## src/rtl/vecmac_pkg.sv

```systemverilog
// Shared constants, FSM encoding and result-entry layout for the vector-MAC
// accumulator stage.
package vecmac_pkg;

  localparam int DEF_PROD_W = 16;
  localparam int DEF_ACC_W  = 32;
  localparam int DEF_CNT_W  = 16;

  typedef enum logic {
    ST_IDLE = 1'b0,
    ST_ACC  = 1'b1
  } vec_state_e;

  typedef struct packed {
    logic [DEF_ACC_W-1:0] sum;
    logic [DEF_CNT_W-1:0] count;
    logic                 ovf;
  } result_t;

  localparam int DEF_RES_W = $bits(result_t);

endpackage

```

## src/rtl/vecmac_result_fifo.sv

```systemverilog
// Two-entry result FIFO with registered occupancy and full flag.
// Full is taken from the register, so a push is judged before any same-cycle pop.
module vecmac_result_fifo
  import vecmac_pkg::*;
#(
  parameter int DATA_W = DEF_RES_W
) (
  input  logic              clk,
  input  logic              rst,
  input  logic              i_push,
  input  logic [DATA_W-1:0] i_data,
  input  logic              i_pop,
  output logic [DATA_W-1:0] o_data,
  output logic              o_valid,
  output logic              o_full
);

  logic [DATA_W-1:0] r_mem [2];
  logic              r_wr_ptr;
  logic              r_rd_ptr;
  logic [1:0]        r_count;
  logic              r_full;

  logic              w_push;
  logic              w_pop;
  logic [1:0]        w_count_next;

  assign w_push = i_push && !r_full;
  assign w_pop  = i_pop && (r_count != 2'd0);

  // NOTE: every signal written in always_comb gets a default first, so no path leaves it unassigned (latch).
  always_comb begin
    w_count_next = r_count;
    case ({w_push, w_pop})
      2'b10:   w_count_next = r_count + 2'd1;
      2'b01:   w_count_next = r_count - 2'd1;
      default: w_count_next = r_count;
    endcase
  end

  // NOTE: storage is reset too (only two words) so the head reads as zero after reset.
  always_ff @(posedge clk or posedge rst) begin
    if (rst) begin
      for (int i = 0; i < 2; i++) r_mem[i] <= '0;
      r_wr_ptr <= 1'b0;
      r_rd_ptr <= 1'b0;
      r_count  <= 2'd0;
      r_full   <= 1'b0;
    end else begin
      if (w_push) begin
        r_mem[r_wr_ptr] <= i_data;
        r_wr_ptr        <= ~r_wr_ptr;
      end
      if (w_pop) r_rd_ptr <= ~r_rd_ptr;
      r_count <= w_count_next;
      r_full  <= (w_count_next == 2'd2);
    end
  end

  assign o_data  = r_mem[r_rd_ptr];
  assign o_valid = (r_count != 2'd0);
  assign o_full  = r_full;

endmodule

```

## src/rtl/vecmac_accum.sv

```systemverilog
// Accumulates the unsigned product stream into per-vector dot-product sums,
// delimited by in_last, and queues {sum, count, ovf} toward writeback.
module vecmac_accum
  import vecmac_pkg::*;
#(
  parameter int PROD_W = DEF_PROD_W,
  parameter int ACC_W  = DEF_ACC_W,
  parameter int CNT_W  = DEF_CNT_W
) (
  input  logic              clk,
  input  logic              rst,
  input  logic              in_valid,
  output logic              in_ready,
  input  logic [PROD_W-1:0] in_product,
  input  logic              in_last,
  input  logic              clear,
  output logic              out_valid,
  input  logic              out_ready,
  output logic [ACC_W-1:0]  out_sum,
  output logic [CNT_W-1:0]  out_count,
  output logic              out_ovf
);

  localparam int RES_W = ACC_W + CNT_W + 1;

  vec_state_e       r_state;
  vec_state_e       w_state_next;
  logic [ACC_W-1:0] r_acc;
  logic [CNT_W-1:0] r_cnt;
  logic             r_ovf;

  logic             w_fifo_full;
  logic [RES_W-1:0] w_fifo_data;
  logic [RES_W-1:0] w_push_data;
  logic             w_accept;
  logic             w_take;
  logic             w_push;

  logic [ACC_W-1:0] w_acc_base;
  logic [CNT_W-1:0] w_cnt_base;
  logic             w_ovf_base;
  logic [ACC_W:0]   w_sum_ext;
  logic             w_cnt_sat;
  logic [CNT_W-1:0] w_cnt_next;
  logic             w_ovf_next;

  assign in_ready = !w_fifo_full;
  assign w_accept = in_valid && in_ready;
  // A beat coinciding with clear is consumed by the handshake but contributes nothing.
  assign w_take   = w_accept && !clear;
  assign w_push   = w_take && in_last;

  always_ff @(posedge clk or posedge rst) begin
    if (rst) r_state <= ST_IDLE;
    else     r_state <= w_state_next;
  end

  always_comb begin
    w_state_next = r_state;
    case (r_state)
      ST_IDLE: if (w_take && !in_last)              w_state_next = ST_ACC;
      ST_ACC:  if (clear || (w_take && in_last))    w_state_next = ST_IDLE;
      default:                                      w_state_next = ST_IDLE;
    endcase
  end

  // The first beat of a vector always starts from a clean base.
  always_comb begin
    w_acc_base = '0;
    w_cnt_base = '0;
    w_ovf_base = 1'b0;
    if (r_state == ST_ACC) begin
      w_acc_base = r_acc;
      w_cnt_base = r_cnt;
      w_ovf_base = r_ovf;
    end
  end

  assign w_sum_ext  = {1'b0, w_acc_base} + {{(ACC_W + 1 - PROD_W){1'b0}}, in_product};
  assign w_cnt_sat  = &w_cnt_base;
  assign w_cnt_next = w_cnt_sat ? w_cnt_base : w_cnt_base + CNT_W'(1);
  assign w_ovf_next = w_ovf_base | w_sum_ext[ACC_W] | w_cnt_sat;

  assign w_push_data = {w_sum_ext[ACC_W-1:0], w_cnt_next, w_ovf_next};

  always_ff @(posedge clk or posedge rst) begin
    if (rst) begin
      r_acc <= '0;
      r_cnt <= '0;
      r_ovf <= 1'b0;
    end else if (clear || w_push) begin
      r_acc <= '0;
      r_cnt <= '0;
      r_ovf <= 1'b0;
    end else if (w_take) begin
      r_acc <= w_sum_ext[ACC_W-1:0];
      r_cnt <= w_cnt_next;
      r_ovf <= w_ovf_next;
    end
  end

  vecmac_result_fifo #(
    .DATA_W (RES_W)
  ) u_fifo (
    .clk     (clk),
    .rst     (rst),
    .i_push  (w_push),
    .i_data  (w_push_data),
    .i_pop   (out_ready),
    .o_data  (w_fifo_data),
    .o_valid (out_valid),
    .o_full  (w_fifo_full)
  );

  assign out_sum   = w_fifo_data[RES_W-1 -: ACC_W];
  assign out_count = w_fifo_data[CNT_W:1];
  assign out_ovf   = w_fifo_data[0];

endmodule

```

## config.mk

```make
export PLATFORM = sky130hd
export DESIGN_NAME = vecmac_accum
export DESIGN_NICKNAME = d
export VERILOG_FILES = /design/src/rtl/vecmac_pkg.sv /design/src/rtl/vecmac_result_fifo.sv /design/src/rtl/vecmac_accum.sv
export SDC_FILE = /design/constraint.sdc
export NUM_CORES = 1
export LEC_CHECK = 0
export BUFFER_PORTS_ARGS = -buffer_cell sky130_fd_sc_hd__buf_2
export CAP_MARGIN = 20
export CORE_ASPECT_RATIO = 0.75
export CORE_MARGIN = 1
export CORE_UTILIZATION = 54
export CTS_BUF_LIST = sky130_fd_sc_hd__clkbuf_4
export DETAILED_ROUTE_END_ITERATION = 8
export GPL_TIMING_DRIVEN = 0
export PLACE_DENSITY = 0.73
export SETUP_SLACK_MARGIN = 0.4
export SYNTH_ARGS = -nofsm -noshare
export SYNTH_HDL_FRONTEND = slang
export SYNTH_SLANG_ARGS = --single-unit
```

## constraint.sdc

```tcl
create_clock -name clk -period 7.2 [get_ports clk]
set_input_delay 1.8 -clock clk [delete_from_list [all_inputs] [get_ports clk]]
set_output_delay 1.8 -clock clk [all_outputs]
set_load 0.02 [all_outputs]
```

After elaboration in Yosys (flattened, before gate mapping)

Cells that the tools add are included.

Register bits: 153
Input port bits: 22
Output and inout port bits: 51
Logic and storage cells: 61

Add/subtract/negate cells: 4
Magnitude comparators: 3
Equality and inequality tests: 3
Mux-type cells: 20
Bitwise gates (word level): 7
Reduce and logical (&&, ||, !) cells: 14

Operators with widths:

| operator              | number |
|---|---|
| $mux 49               | 4 |
| $bwmux 98             | 1 |
| $mux 32               | 3 |
| $mux 16               | 4 |
| $demux 49 s1          | 1 |
| $add 32x16->33        | 1 |
| $add 16x1->16 const B | 1 |
| $reduce_and 16->1     | 1 |
| $logic_and 1x1->1     | 7 |
| $mux 1                | 5 |
| $eq 2x2->1 const B    | 2 |
| $ge 2x2->1 const B    | 2 |
| $not 1->2             | 2 |
| $pmux 2 s2            | 1 |
| $reduce_bool 2->1     | 2 |
| $logic_not 1->1       | 3 |
| $not 1->1             | 3 |
| $add 2x1->2 const B   | 1 |
| $eq 2x1->1 const B    | 1 |
| $lt 2x1->1 const B    | 1 |
| $or 1x1->1            | 2 |
| $pmux 1 s2            | 1 |
| $sub 2x1->2 const B   | 1 |
| $logic_or 1x1->1      | 1 |

Depth between registers and ports, before layout

Gate-level depths: netlist of the first run.

Word-level depth: 8
Gate-level depth with buffers: 16
Mapped depth without buffers: 10

By module

A second synthesis of the first run with hierarchy kept.

Cells, all modules: 735
Area, all modules: 8217.9 um2

By module, submodules not included:

| module             | times used | cells each | area each (um2) | sequential area each (um2) |
|---|---|---|---|---|
| vecmac_result_fifo | 1          | 283        | 4453.0          | 2577.5 |
| vecmac_accum       | 1          | 452        | 3764.9          | 1251.2 |

Least setup slack after synthesis of the first run

OpenSTA, ideal clock, no wires.

Path kind: input to register
Start: in in_product[0]
End: reg u_fifo.r_mem[88] (netlist bit)
Arrival time: 3879 ps
Required time: 7075 ps
Slack: 3197 ps
Stages: 10
Buffers on the path: 1
Cells stage by stage: ha_1 fa_1 a21o_1 a221oi_2 nor2_1 o21ba_1 buf_6 o2111ai_4 xnor2_1 mux2_2

Cells in the longest elaborated chain, start to end: 2

Ends and longest elaborated chain:

| item                           | line                     | source |
|---|---|---|
| start: declaration             | vecmac_accum.sv:14       | `input logic [PROD_W-1:0] in_product,` |
| $add 32x16->33                 | vecmac_accum.sv:79       | `assign w_sum_ext = {1'b0, w_acc_base} + {{(ACC_W + 1 - PROD_W){1'b0}}, in_product};` |
| $bwmux 98                      | vecmac_result_fifo.sv:51 | `r_mem[r_wr_ptr] <= i_data;` |
| end signal: indexed assignment | vecmac_result_fifo.sv:51 |  |
| end: declaration               | vecmac_result_fifo.sv:18 | `logic [DATA_W-1:0] r_mem [2];` |

Every way passes these cells.
A chain may end at the register's enable or synchronous reset.

Final worst setup path of the first run

Start: reg r_state
End: reg r_acc[31]

Cells in the longest elaborated chain, start to end: 4

Ends and longest elaborated chain:

| item                     | line               | source |
|---|---|---|
| start: declaration       | vecmac_accum.sv:26 | `vec_state_e r_state;` |
| start signal: assignment | vecmac_accum.sv:55 | `else r_state <= w_state_next;` |
| $mux 32                  | vecmac_accum.sv:72 | `if (r_state == ST_ACC) begin` |
| $add 32x16->33           | vecmac_accum.sv:79 |  |
| $mux 32                  | vecmac_accum.sv:95 | `end else if (w_take) begin` |
| $mux 32                  | vecmac_accum.sv:91 | `end else if (clear \|\| w_push) begin` |
| end signal: assignment   | vecmac_accum.sv:96 | `r_acc <= w_sum_ext[ACC_W-1:0];` |
| end: declaration         | vecmac_accum.sv:28 | `logic [ACC_W-1:0] r_acc;` |

Every way passes these cells. The select of a mux whose other input is x is not followed.

==> results of run 1 <==
[how the worst max path moves through the flow]
stage | to | slack, ns | cells past startpoint
after CTS | r_acc[31]$_DFFE_PP0P_ | 2.55 | 14
after detailed placement | r_acc[31]$_DFFE_PP0P_ | 2.60 | 14
after floorplan | r_acc[0]$_DFFE_PP0P_ | 1.28 | 1
final | r_acc[31]$_DFFE_PP0P_ | 2.45 | 14
after global routing | u_fifo.r_mem[45]$_DFFE_PP0P_ | 2.14 | 16
after global placement | r_cnt[9]$_DFFE_PP0P_ | -0.43 | 2
[kinds of logic after synthesis]
kind of cell / after synthesis / synth area share
AND/OR/NAND/NOR: 297 / 0.164
adder cells (fa/ha/maj): 19 / 0.0299
AO/OA/AOI/OAI: 191 / 0.150
multiplexers: 81 / 0.111
buffers and inverters: 63 / 0.0305
XOR/XNOR: 44 / 0.0470
flip-flops: 153 / 0.467
[worst max-delay path: stages, from the launching register on]
cell	delay [ns]
dfrtp_1	0.34
buf_2	0.26
buf_1	0.43
clkbuf_1	0.44
clkbuf_1	0.58
clkbuf_1	0.41
and2_1	0.19
ha_1	0.23
a21oi_1	0.11
o21ai_1	0.31
nand3_1	0.15
a31oi_2	0.36
nand2_1	0.17
or4_1	0.57
o21ai_1	0.13
[sequential cells by signal, indices dropped and copies added, names as in the netlist]
signal and cells:
u_fifo.r_mem 98, r_acc 32, r_cnt 16, u_fifo.r_count 2, r_ovf 1, r_state 1, u_fifo.o_full 1, u_fifo.r_rd_ptr 1
u_fifo.r_wr_ptr 1
[through the flow]
step                      setup TNS [ns]  hold WS, ns  total power [mW]  instances
after floorplan                        0        0.438              1.51        848
after global placement            -63.77        0.456              1.70       1120
after detailed placement               0        0.459              1.72       1121
after CTS                              0        0.479              2.25       1153
after global routing                   0        0.519              2.36       1153
final                                  0        0.486              2.25       1153
[metal layers]
layer	vias up	global-route usage
met4	0	0.0729
li1	3166	-
met5	-	0
met1	3280	0.440
met2	267	0.417
met3	29	0.0698
[power by group]
part / switching (mW) / internal [mW] / leakage (nW)
Sequential: 0.0606 / 0.976 / 2.06
Combinational: 0.402 / 0.268 / 1.97
Clock: 0.379 / 0.164 / 0.158
[layout make-up]
cell class | count | area share
multi-input combinational | 632 | 0.451
sequential | 153 | 0.420
timing repair buffer | 73 | 0.0425
tap | 200 | 0.0274
buffer | 48 | 0.0213
clock inverter | 14 | 0.0162
clock buffer | 18 | 0.0148
inverter | 15 | 0.00672
[placed cells by master (no fill, tap or decap), drive strengths merged, types with 6 or more instances in the layout]
master and count:
clkbuf 56, a22o 17, ha 18, inv 25, nor3 9, xor2 17
and2 22, o211ai 8, nor2 29, a21oi 35, o22ai 10, nand4 8
or2 7, xnor2 27, buf 83, dfrtp 153, mux2 79, nand2 171
nand3 25, nor4 6, a21o 8, o21ai 80
==> impl_metrics.env, run 1 <==
export IMPL_status="finished, final reports clean"
export IMPL_cts_max_level=4
export IMPL_io_buffers=72
export IMPL_cts_resized=0
export IMPL_setup_ws_ns=2.45
export IMPL_worst_ep_arrival_time_ns=5.27
export IMPL_route_antenna_remaining_nets=0
export IMPL_die_h_um=109
export IMPL_yosysWarnings=0
export IMPL_drtIter0Drc=713
export IMPL_top_layer="met4"
export IMPL_netlist_area_leader_share=0.467
export IMPL_diodes=0
export IMPL_tightest_slew_ns=0.878
export IMPL_drv_slew=0
export IMPL_whs_path_depth=1
export IMPL_ios=73
export IMPL_firstDrtPassIters=6
export IMPL_worstSetupStartpoint="r_state$_DFF_PP0_"
export IMPL_end_kind="register"
export IMPL_syn2layout_area_growth_pct=11.3
export IMPL_hpwl_um=15600
export IMPL_synth_area_top_cells="dfrtp_1 47%, mux2_2 11%, nand2_1 7.8%"
export IMPL_synth_edff_count=0
export IMPL_wl_met3_um=1760
export IMPL_synth_top_area_cell="dfrtp_1"
export IMPL_drc=0
export IMPL_insertion_delay_ns=0.60
export IMPL_leakage_nw=4.19
export IMPL_netlist_area_mm2=0.00819
export IMPL_yosysMostFrequentCell="nand2_1"
export IMPL_antenna_found_initial=0
export IMPL_start_util=0.559
export IMPL_die_w_um=144
export IMPL_yosys_top_cells_count="171 x nand2_1, 153 x dfrtp_1, 79 x mux2_2"
export IMPL_coreArea_mm2=0.0146
export IMPL_clock_tree_root_cell="clkbuf_4"
export IMPL_register_area_mm2=0.00383
export IMPL_hp_class="register to register"
export IMPL_pre_cts_ws_ns=2.60
export IMPL_vias=6742
export IMPL_path_max_fanout=10
export IMPL_cap_violations=0
export IMPL_synth_cell_type_count=58
export IMPL_async_flop_share=1.00
export IMPL_post_synth_cell_area_avg_um2=9.66
export IMPL_fin_nets=981
export IMPL_rsz0062_at_grt="no"
export IMPL_start_kind="register"
export IMPL_gp_congestion=0.933
export IMPL_placed_area_mm2=0.00884
export IMPL_cts_buffers_inserted=17
export IMPL_holdPathEnd="r_acc[31]$_DFFE_PP0P_"
export IMPL_cts_num_sinks=153
export IMPL_power_density_mw_per_mm2=247
export IMPL_regToRegSetupSlack_ns=2.45
export IMPL_finClkSkew_ns=0.0336
export IMPL_met2_length_um=8920
export IMPL_synth_nets=889
export IMPL_fin_crit_sh=0.660
export IMPL_hold_viol_final=0
export IMPL_finalWirelength_um=21500
export IMPL_finalSetupViolCount=0
export IMPL_wl_per_cell_um=18.7
export IMPL_required_ns=7.72
export IMPL_grt_overflow_total=0
export IMPL_multiInputGateArea_mm2=0.00411
export IMPL_syn_instance_count=848
export IMPL_final_util=0.623
export IMPL_grt_pass1_wl_um=33700
export IMPL_postLayoutCellArea_mm2=0.00912
export IMPL_rr_startpoint="r_state$_DFF_PP0_"
export IMPL_reg2regPathDepth=14
export IMPL_die_area_mm2=0.0157
export IMPL_period_minus_slack_ns=4.75
export IMPL_grt_max_degree=79
export IMPL_rows=38
export IMPL_ys_flop_type="dfrtp_1"
export IMPL_viasPerCell=5.85
export IMPL_path_clk_slew_ns=0.14
export IMPL_final_layout_size_suffix_gt1_frac=0.216
export IMPL_filler_cell_count=1285
export IMPL_fmax_mhz=211
export IMPL_clk_path_buf_depth=2
export IMPL_cts_hold_buf=0
export IMPL_yosysSeqAreaShare=0.467
export IMPL_crit_type="register to register"
export IMPL_post_cts_setup_buffers=0
export IMPL_r2r_end="r_acc[31]$_DFFE_PP0P_"
export IMPL_drt_met1_wl_um=10600
export IMPL_ir_drop_uv=134
export IMPL_slew_headroom=0.412
export IMPL_cts_tree="done"
export IMPL_track_usage=0.291
export IMPL_hold_start="r_acc[31]$_DFFE_PP0P_"
export IMPL_grt_pass1_vias=6279
export IMPL_synth_seq_cells=153
(Power assumes the default switching activity.)
==> run 2: changes to the inputs <==
==> constraint.sdc (replaced) <==
create_clock -name clk -period 4.7 [get_ports clk]
set_input_delay 1.175 -clock clk [delete_from_list [all_inputs] [get_ports clk]]
set_output_delay 1.175 -clock clk [all_outputs]
set_load 0.02 [all_outputs]
==> run 2 against run 1 <==
Flip-flop and latch count did not move. Final area increased by 1.3%. Sequential share of layout area decreased by 0.55 points. Clock-buffer cell count unchanged. Sequential power increased by 53%. Utilization rose by 0.83 points. Clock power up 64%. First-iteration DRC count shrank 6.7%. Register-to-register slack worse by 1.9 ns. Hold slack got worse by 0.0021 ns.
==> impl_metrics.env, run 2 (synthesized netlist as in run 1, its figures left out) <==
export IMPL_hp_class="register to register"
export IMPL_layout_common_cells="171 x nand2_1, 153 x dfrtp_1, 79 x mux2_2"
export IMPL_finalSetupViolCount=0
export IMPL_cts_num_sinks=153
export IMPL_track_usage=0.290
export IMPL_io_buffers=72
export IMPL_die_h_um=109
export IMPL_reg_largest_list="u_fifo.r_mem: 98 flops, r_acc: 32 flops, r_cnt: 16 flops"
export IMPL_fin_crit_sh=0.883
export IMPL_worstSetupStartpoint="r_state$_DFF_PP0_"
export IMPL_cts_tree="done"
export IMPL_status="finished, final reports clean"
export IMPL_vias=6758
export IMPL_hpwl_um=15800
export IMPL_post_cts_setup_buffers=0
export IMPL_endpoint="u_fifo.r_mem[43]$_DFFE_PP0P_"
export IMPL_final_common_cell="nand2_1"
export IMPL_grt_max_degree=34
export IMPL_leakage_nw=4.24
export IMPL_filler_cell_count=1246
export IMPL_r2r_end="u_fifo.r_mem[43]$_DFFE_PP0P_"
export IMPL_slew_headroom=0.404
export IMPL_rows=38
export IMPL_grt_overflow_total=0
export IMPL_cts_buffers_inserted=17
export IMPL_cpMostUsedCell="clkbuf_2"
export IMPL_cts_max_level=4
export IMPL_antenna_found_initial=0
export IMPL_drc=0
export IMPL_finalWirelength_um=21400
export IMPL_rr_startpoint="r_state$_DFF_PP0_"
export IMPL_cts_hold_buf=0
export IMPL_layout_cells_non_filler=1157
export IMPL_largest_reg_flops=98
export IMPL_regToRegSetupSlack_ns=0.55
export IMPL_fmax_mhz=241
export IMPL_crit_type="register to register"
export IMPL_end_kind="register"
export IMPL_clock_tree_root_cell="clkbuf_4"
export IMPL_fin_nets=985
export IMPL_path_clk_slew_ns=0.16
export IMPL_start_kind="register"
export IMPL_reg2regPathDepth=15
export IMPL_coreArea_mm2=0.0146
export IMPL_route_antenna_remaining_nets=0
export IMPL_grt_pass1_vias=6239
export IMPL_insertion_delay_ns=0.57
export IMPL_grt_pass1_wl_um=33700
export IMPL_power_density_mw_per_mm2=380
export IMPL_diodes=0
export IMPL_dp_cells=1125
export IMPL_period_minus_slack_ns=4.15
export IMPL_hold_viol_final=0
export IMPL_ios=73
export IMPL_worst_ep_arrival_time_ns=4.59
export IMPL_start_util=0.559
export IMPL_cap_violations=0
export IMPL_drtIter0Drc=665
export IMPL_crit_path_max_incr_delay_ns=0.40
export IMPL_path_max_fanout=10
export IMPL_syn2layout_area_growth_pct=12.8
export IMPL_required_ns=5.14
export IMPL_tightest_slew_ns=0.890
export IMPL_rsz0062_at_grt="yes"
export IMPL_viasPerCell=5.84
export IMPL_gp_congestion=0.946
export IMPL_firstDrtPassIters=6
export IMPL_largest_register="u_fifo.r_mem"
export IMPL_setup_tns_ns=0
export IMPL_die_area_mm2=0.0157
export IMPL_crit_slowest_cell="fa_1"
export IMPL_final_layout_size_suffix_gt1_frac=0.225
export IMPL_die_w_um=144
export IMPL_finClkSkew_ns=0.0331
export IMPL_crit_chain="buf_2, clkbuf_2, clkbuf_2, clkbuf_1, and2_1, ha_1, fa_1, a21o_1, a221oi_2, nor2_1, o21ba_1, buf_6, o211ai_1, xnor2_1, o21ai_1"
export IMPL_ir_drop_uv=205
export IMPL_drv_slew=0
export IMPL_wl_per_cell_um=18.5
export IMPL_clk_path_buf_depth=2
==> run 2: metal layers <==
metal  vias to the layer above  GRT usage  routed length, µm
met2                       276      0.403               8750
met4                         0     0.0752                330
met5                         -          0                  0
li1                       3191          -                  -
met3                        27     0.0690               1810
met1                      3264      0.451              10500
==> run 2: power by group <==
| part | switching, mW | total (mW) | leakage (nW) | internal [mW] |
|---|---|---|---|---|
| Clock | 0.547 | 0.892 | 0.163 | 0.346 |
| Sequential | 0.0907 | 1.59 | 2.06 | 1.49 |
| Combinational | 0.612 | 1.03 | 2.02 | 0.418 |
| Total | 1.25 | 3.51 | 4.24 | 2.26 |
==> run 2: area by class of cell <==
cell class              count  area (µm²)  area share
inverters                  15        60.1     0.00650
flip-flops and latches    153        3830       0.414
clock inverters            14         178      0.0192
clock buffers              18         135      0.0146
plain buffers              48         199      0.0215
repair buffers             77         468      0.0506
well taps                 200         250      0.0271
multi-input cells         632        4120       0.446
==> run 2: timing repair <==
item | in CTS | in global routing
resized for setup | 3 | 4
pin swaps | 0 | 0
setup endpoints to repair | 56 | 39
==> run 2: stage by stage <==
stage | utilization | area, µm² | hold slack, ns | worst slack, ns | power (mW)
floorplan | - | 8200 | 0.438 | 1.28 | 2.32
global placement | 0.601 | 8810 | 0.453 | 0.0630 | 2.61
detailed placement | 0.609 | 8910 | 0.459 | 0.0934 | 2.64
CTS | 0.630 | 9230 | 0.481 | 0.504 | 3.52
global route | 0.631 | 9240 | 0.512 | 0.362 | 3.69
finish | 0.631 | 9240 | 0.484 | 0.551 | 3.51
==> run 2: critical path, delay by kind of cell, from the launching register on <==
family,cells,cell delay (ns)
xor gates and xnor gates,1,0.31
buffers and inverters,5,1.11
DFF,1,0.39
AOI/OAI and AO/OA,5,1.25
and+or+nand+nor,2,0.34
adders and majority gates,2,0.60
==> run 2: worst min path at each step <==
stage / to / cells past startpoint / start / slack, ns
after detailed placement: u_fifo.r_mem[79]$_DFFE_PP0P_ / 2 / u_fifo.r_mem[79]$_DFFE_PP0P_ / 0.46
after floorplan: r_acc[31]$_DFFE_PP0P_ / 1 / r_acc[31]$_DFFE_PP0P_ / 0.44
final: r_acc[31]$_DFFE_PP0P_ / 1 / r_acc[31]$_DFFE_PP0P_ / 0.48
after global routing: u_fifo.r_mem[37]$_DFFE_PP0P_ / 2 / u_fifo.r_mem[37]$_DFFE_PP0P_ / 0.51
after global placement: u_fifo.r_mem[79]$_DFFE_PP0P_ / 2 / u_fifo.r_mem[79]$_DFFE_PP0P_ / 0.45
after CTS: r_acc[31]$_DFFE_PP0P_ / 1 / r_acc[31]$_DFFE_PP0P_ / 0.48
==> run 3: changes to the inputs <==
--- a/config.mk
+++ b/config.mk
@@ -17,4 +17,5 @@
 export SETUP_SLACK_MARGIN = 0.4
 export SYNTH_ARGS = -nofsm -noshare
 export SYNTH_HDL_FRONTEND = slang
+export SYNTH_HIERARCHICAL = 1
 export SYNTH_SLANG_ARGS = --single-unit
==> run 3 against run 2 <==
Cell count shrank 10%. Fmax down 0.51%. Global-route usage fell by 1.8 points. Clock-buffer cell count increased by 2. Total power shrank 2.2%. Critical endpoint is now u_fifo/r_mem[49]$_DFFE_PP0P_.
==> impl_metrics.env, run 3 <==
export IMPL_wl_per_cell_um=19.0
export IMPL_rsz0062_at_grt="yes"
export IMPL_synth_nets=776
export IMPL_filler_cell_count=1241
export IMPL_p_clk_frac=0.235
export IMPL_synth_adder_area_share=0.0298
export IMPL_final_common_cell="dfrtp_1"
export IMPL_track_usage=0.273
export IMPL_comb_power_share=0.299
export IMPL_fin_crit_sh=0.887
export IMPL_largest_register="u_fifo/r_mem"
export IMPL_synth_top_area_cell="dfrtp_1"
export IMPL_switching_share=0.336
export IMPL_cpMostUsedCell="clkbuf_2"
export IMPL_post_synth_cell_area_avg_um2=11.2
export IMPL_grt_pass1_wl_um=32000
export IMPL_status="finished, final reports clean"
export IMPL_period_minus_slack_ns=4.17
export IMPL_ir_drop_uv=325
export IMPL_whs_path_depth=1
export IMPL_cts_tree="done"
export IMPL_grt_pass1_vias=6237
export IMPL_clk_path_buf_depth=2
export IMPL_io_buffers=72
export IMPL_required_ns=5.16
export IMPL_async_flop_share=1.00
export IMPL_crit_slowest_cell="dfrtp_1"
export IMPL_tightest_slew_ns=0.850
export IMPL_synth_seq_cells=153
export IMPL_cts_num_sinks=153
export IMPL_layout_common_cells="153 x dfrtp_1, 127 x mux2_2, 85 x buf_2"
export IMPL_yosysWarnings=6
export IMPL_netlist_area_mm2=0.00822
export IMPL_rows=38
export IMPL_synth_compound_area_frac=0.118
export IMPL_cts_max_level=4
export IMPL_crit_chain="clkbuf_2, clkbuf_2, buf_1, and2_1, ha_1, fa_1, a211oi_2, o21ai_0, a21oi_2, o21a_1, nor3_2, a31oi_1, nand2_1, mux2_1"
export IMPL_synth_top_family_by_area="multiplexers"
export IMPL_grt_max_degree=61
export IMPL_end_kind="register"
export IMPL_insertion_delay_ns=0.56
export IMPL_synth_area_mux_share=0.201
export IMPL_grt_overflow_total=0
export IMPL_synth_edff_count=0
export IMPL_cap_violations=0
export IMPL_register_area_mm2=0.00383
export IMPL_syn2layout_area_growth_pct=11.8
export IMPL_synth_area_top_cells="dfrtp_1 47%, mux2_2 17%, xnor2_1 3.5%"
export IMPL_start_util=0.561
export IMPL_finClkSkew_ns=0.0123
export IMPL_cts_buffers_inserted=17
export IMPL_drc=0
export IMPL_power_mw=3.43
export IMPL_slew_headroom=0.433
export IMPL_route_antenna_remaining_nets=0
export IMPL_hp_class="register to register"
export IMPL_ys_flop_type="dfrtp_1"
export IMPL_power_internal_mw=2.28
export IMPL_rr_startpoint="r_state$_DFF_PP0_"
export IMPL_r2r_end="u_fifo/r_mem[49]$_DFFE_PP0P_"
export IMPL_synth_simple_area_share=0.110
export IMPL_vias=6250
export IMPL_reg2regPathDepth=14
export IMPL_antenna_found_initial=0
export IMPL_synth_xor_area_share=0.0490
export IMPL_firstDrtPassIters=5
export IMPL_post_cts_setup_buffers=0
export IMPL_hold_viol_final=0
export IMPL_netlist_area_leader_share=0.466
export IMPL_drtIter0Drc=572
export IMPL_finalWirelength_um=19800
export IMPL_holdPathEnd="u_fifo/r_mem[57]$_DFFE_PP0P_"
export IMPL_syn_instance_count=735
export IMPL_final_layout_size_suffix_gt1_frac=0.320
export IMPL_cts_hold_buf=0
export IMPL_worstSetupStartpoint="r_state$_DFF_PP0_"
export IMPL_yosysMostFrequentCell="dfrtp_1"
export IMPL_die_w_um=144
export IMPL_fin_nets=869
export IMPL_die_area_mm2=0.0157
export IMPL_setup_tns_ns=0
export IMPL_start_kind="register"
export IMPL_crit_type="register to register"
export IMPL_largest_reg_flops=98
export IMPL_worst_ep_arrival_time_ns=4.63
export IMPL_power_density_mw_per_mm2=373
export IMPL_hpwl_um=14200
export IMPL_multiInputGateArea_mm2=0.00420
export IMPL_synth_cell_type_count=52
export IMPL_leakage_nw=4.32
export IMPL_ios=73
export IMPL_fmax_mhz=240
export IMPL_finalSetupViolCount=0
export IMPL_clock_tree_root_cell="clkbuf_4"
export IMPL_viasPerCell=6.00
export IMPL_die_h_um=109
export IMPL_yosys_top_cells_count="153 x dfrtp_1, 127 x mux2_2, 67 x nand2_1"
export IMPL_diodes=0
export IMPL_gp_congestion=0.951
export IMPL_reg_largest_list="u_fifo/r_mem: 98 flops, r_acc: 32 flops, r_cnt: 16 flops"
export IMPL_regToRegSetupSlack_ns=0.53
export IMPL_path_max_fanout=10
export IMPL_coreArea_mm2=0.0146
export IMPL_p_seq_frac=0.466
export IMPL_p_sw_mw=1.15
export IMPL_crit_path_max_incr_delay_ns=0.53
export IMPL_drv_slew=0
export IMPL_hold_start="u_fifo/r_mem[57]$_DFFE_PP0P_"
export IMPL_yosysSeqAreaShare=0.466
export IMPL_path_clk_slew_ns=0.13
-- run 3: kinds of logic (layout without fill, tap and decap cells) --
family	Yosys count	in the layout
adder cells (fa/ha/maj)	19	19
AO/OA/AOI/OAI	140	140
AND/OR/NAND/NOR	183	183
multiplexers	147	147
buffers and inverters	47	153
flip-flops	153	153
XOR/XNOR	46	46
-- run 3: repair_timing --
item                       4_1_cts  5_1_grt
setup endpoints to repair       22       15
pin swaps                        0        0
gates resized for setup          5        6
-- run 3: worst max-delay path, delay by kind of cell (launching register included) --
kind	cells	cell delay [ns]
muxes	1	0.31
AOI/OAI and AO/OA	5	1.27
and+or+nand+nor	3	0.45
DFF	1	0.53
adders and majority gates	2	0.69
buffers and inverters	3	0.81
-- run 3: power groups by stage --
stage	Sequential [mW]	Combinational, mW	Clock [mW]
after floorplan	1.59	0.752	0
after global placement	1.60	0.988	0
after detailed placement	1.62	1.03	0
after CTS	1.60	1.03	0.829
after global routing	1.62	1.11	0.896
final	1.60	1.03	0.806
-- run 3: metal layers --
metal / GRT usage / part of all wire
met1: 0.376 / 0.46
met4: 0.0895 / 0.013
met2: 0.420 / 0.46
met3: 0.0694 / 0.072
met5: 0 / 0
-- run 3: area by class of cell --
class                      instances  share of cell area
clock buffer                      20              0.0163
timing repair buffer              74              0.0444
buffer                            35              0.0189
multi-input combinational        535               0.457
sequential                       153               0.417
inverter                          12             0.00518
tap                              200              0.0272
clock inverter                    12              0.0138
-- run 3: how the worst max path moves through the flow --
stage | to | cells after the start
3_5_place_dp | u_fifo/r_mem[86]$_DFFE_PP0P_ | 13
3_3_place_gp | u_fifo/r_mem[54]$_DFFE_PP0P_ | 2
2_1_floorplan | u_fifo/o_full$_DFF_PP0_ | 1
4_1_cts | u_fifo/r_mem[86]$_DFFE_PP0P_ | 13
6_report | u_fifo/r_mem[49]$_DFFE_PP0P_ | 14
5_1_grt | u_fifo/r_mem[49]$_DFFE_PP0P_ | 14
-- run 3: metrics by stage --
step	area [µm²]	setup slack [ns]	hold WS (ns)	util	instances
global placement	8830	-0.177	0.465	0.603	1007
floorplan	8220	0.821	0.454	-	735
finish	9180	0.529	0.497	0.627	1041
CTS	9170	0.476	0.504	0.626	1041
detailed placement	8880	0.0969	0.476	0.606	1009
global route	9180	0.315	0.509	0.627	1041
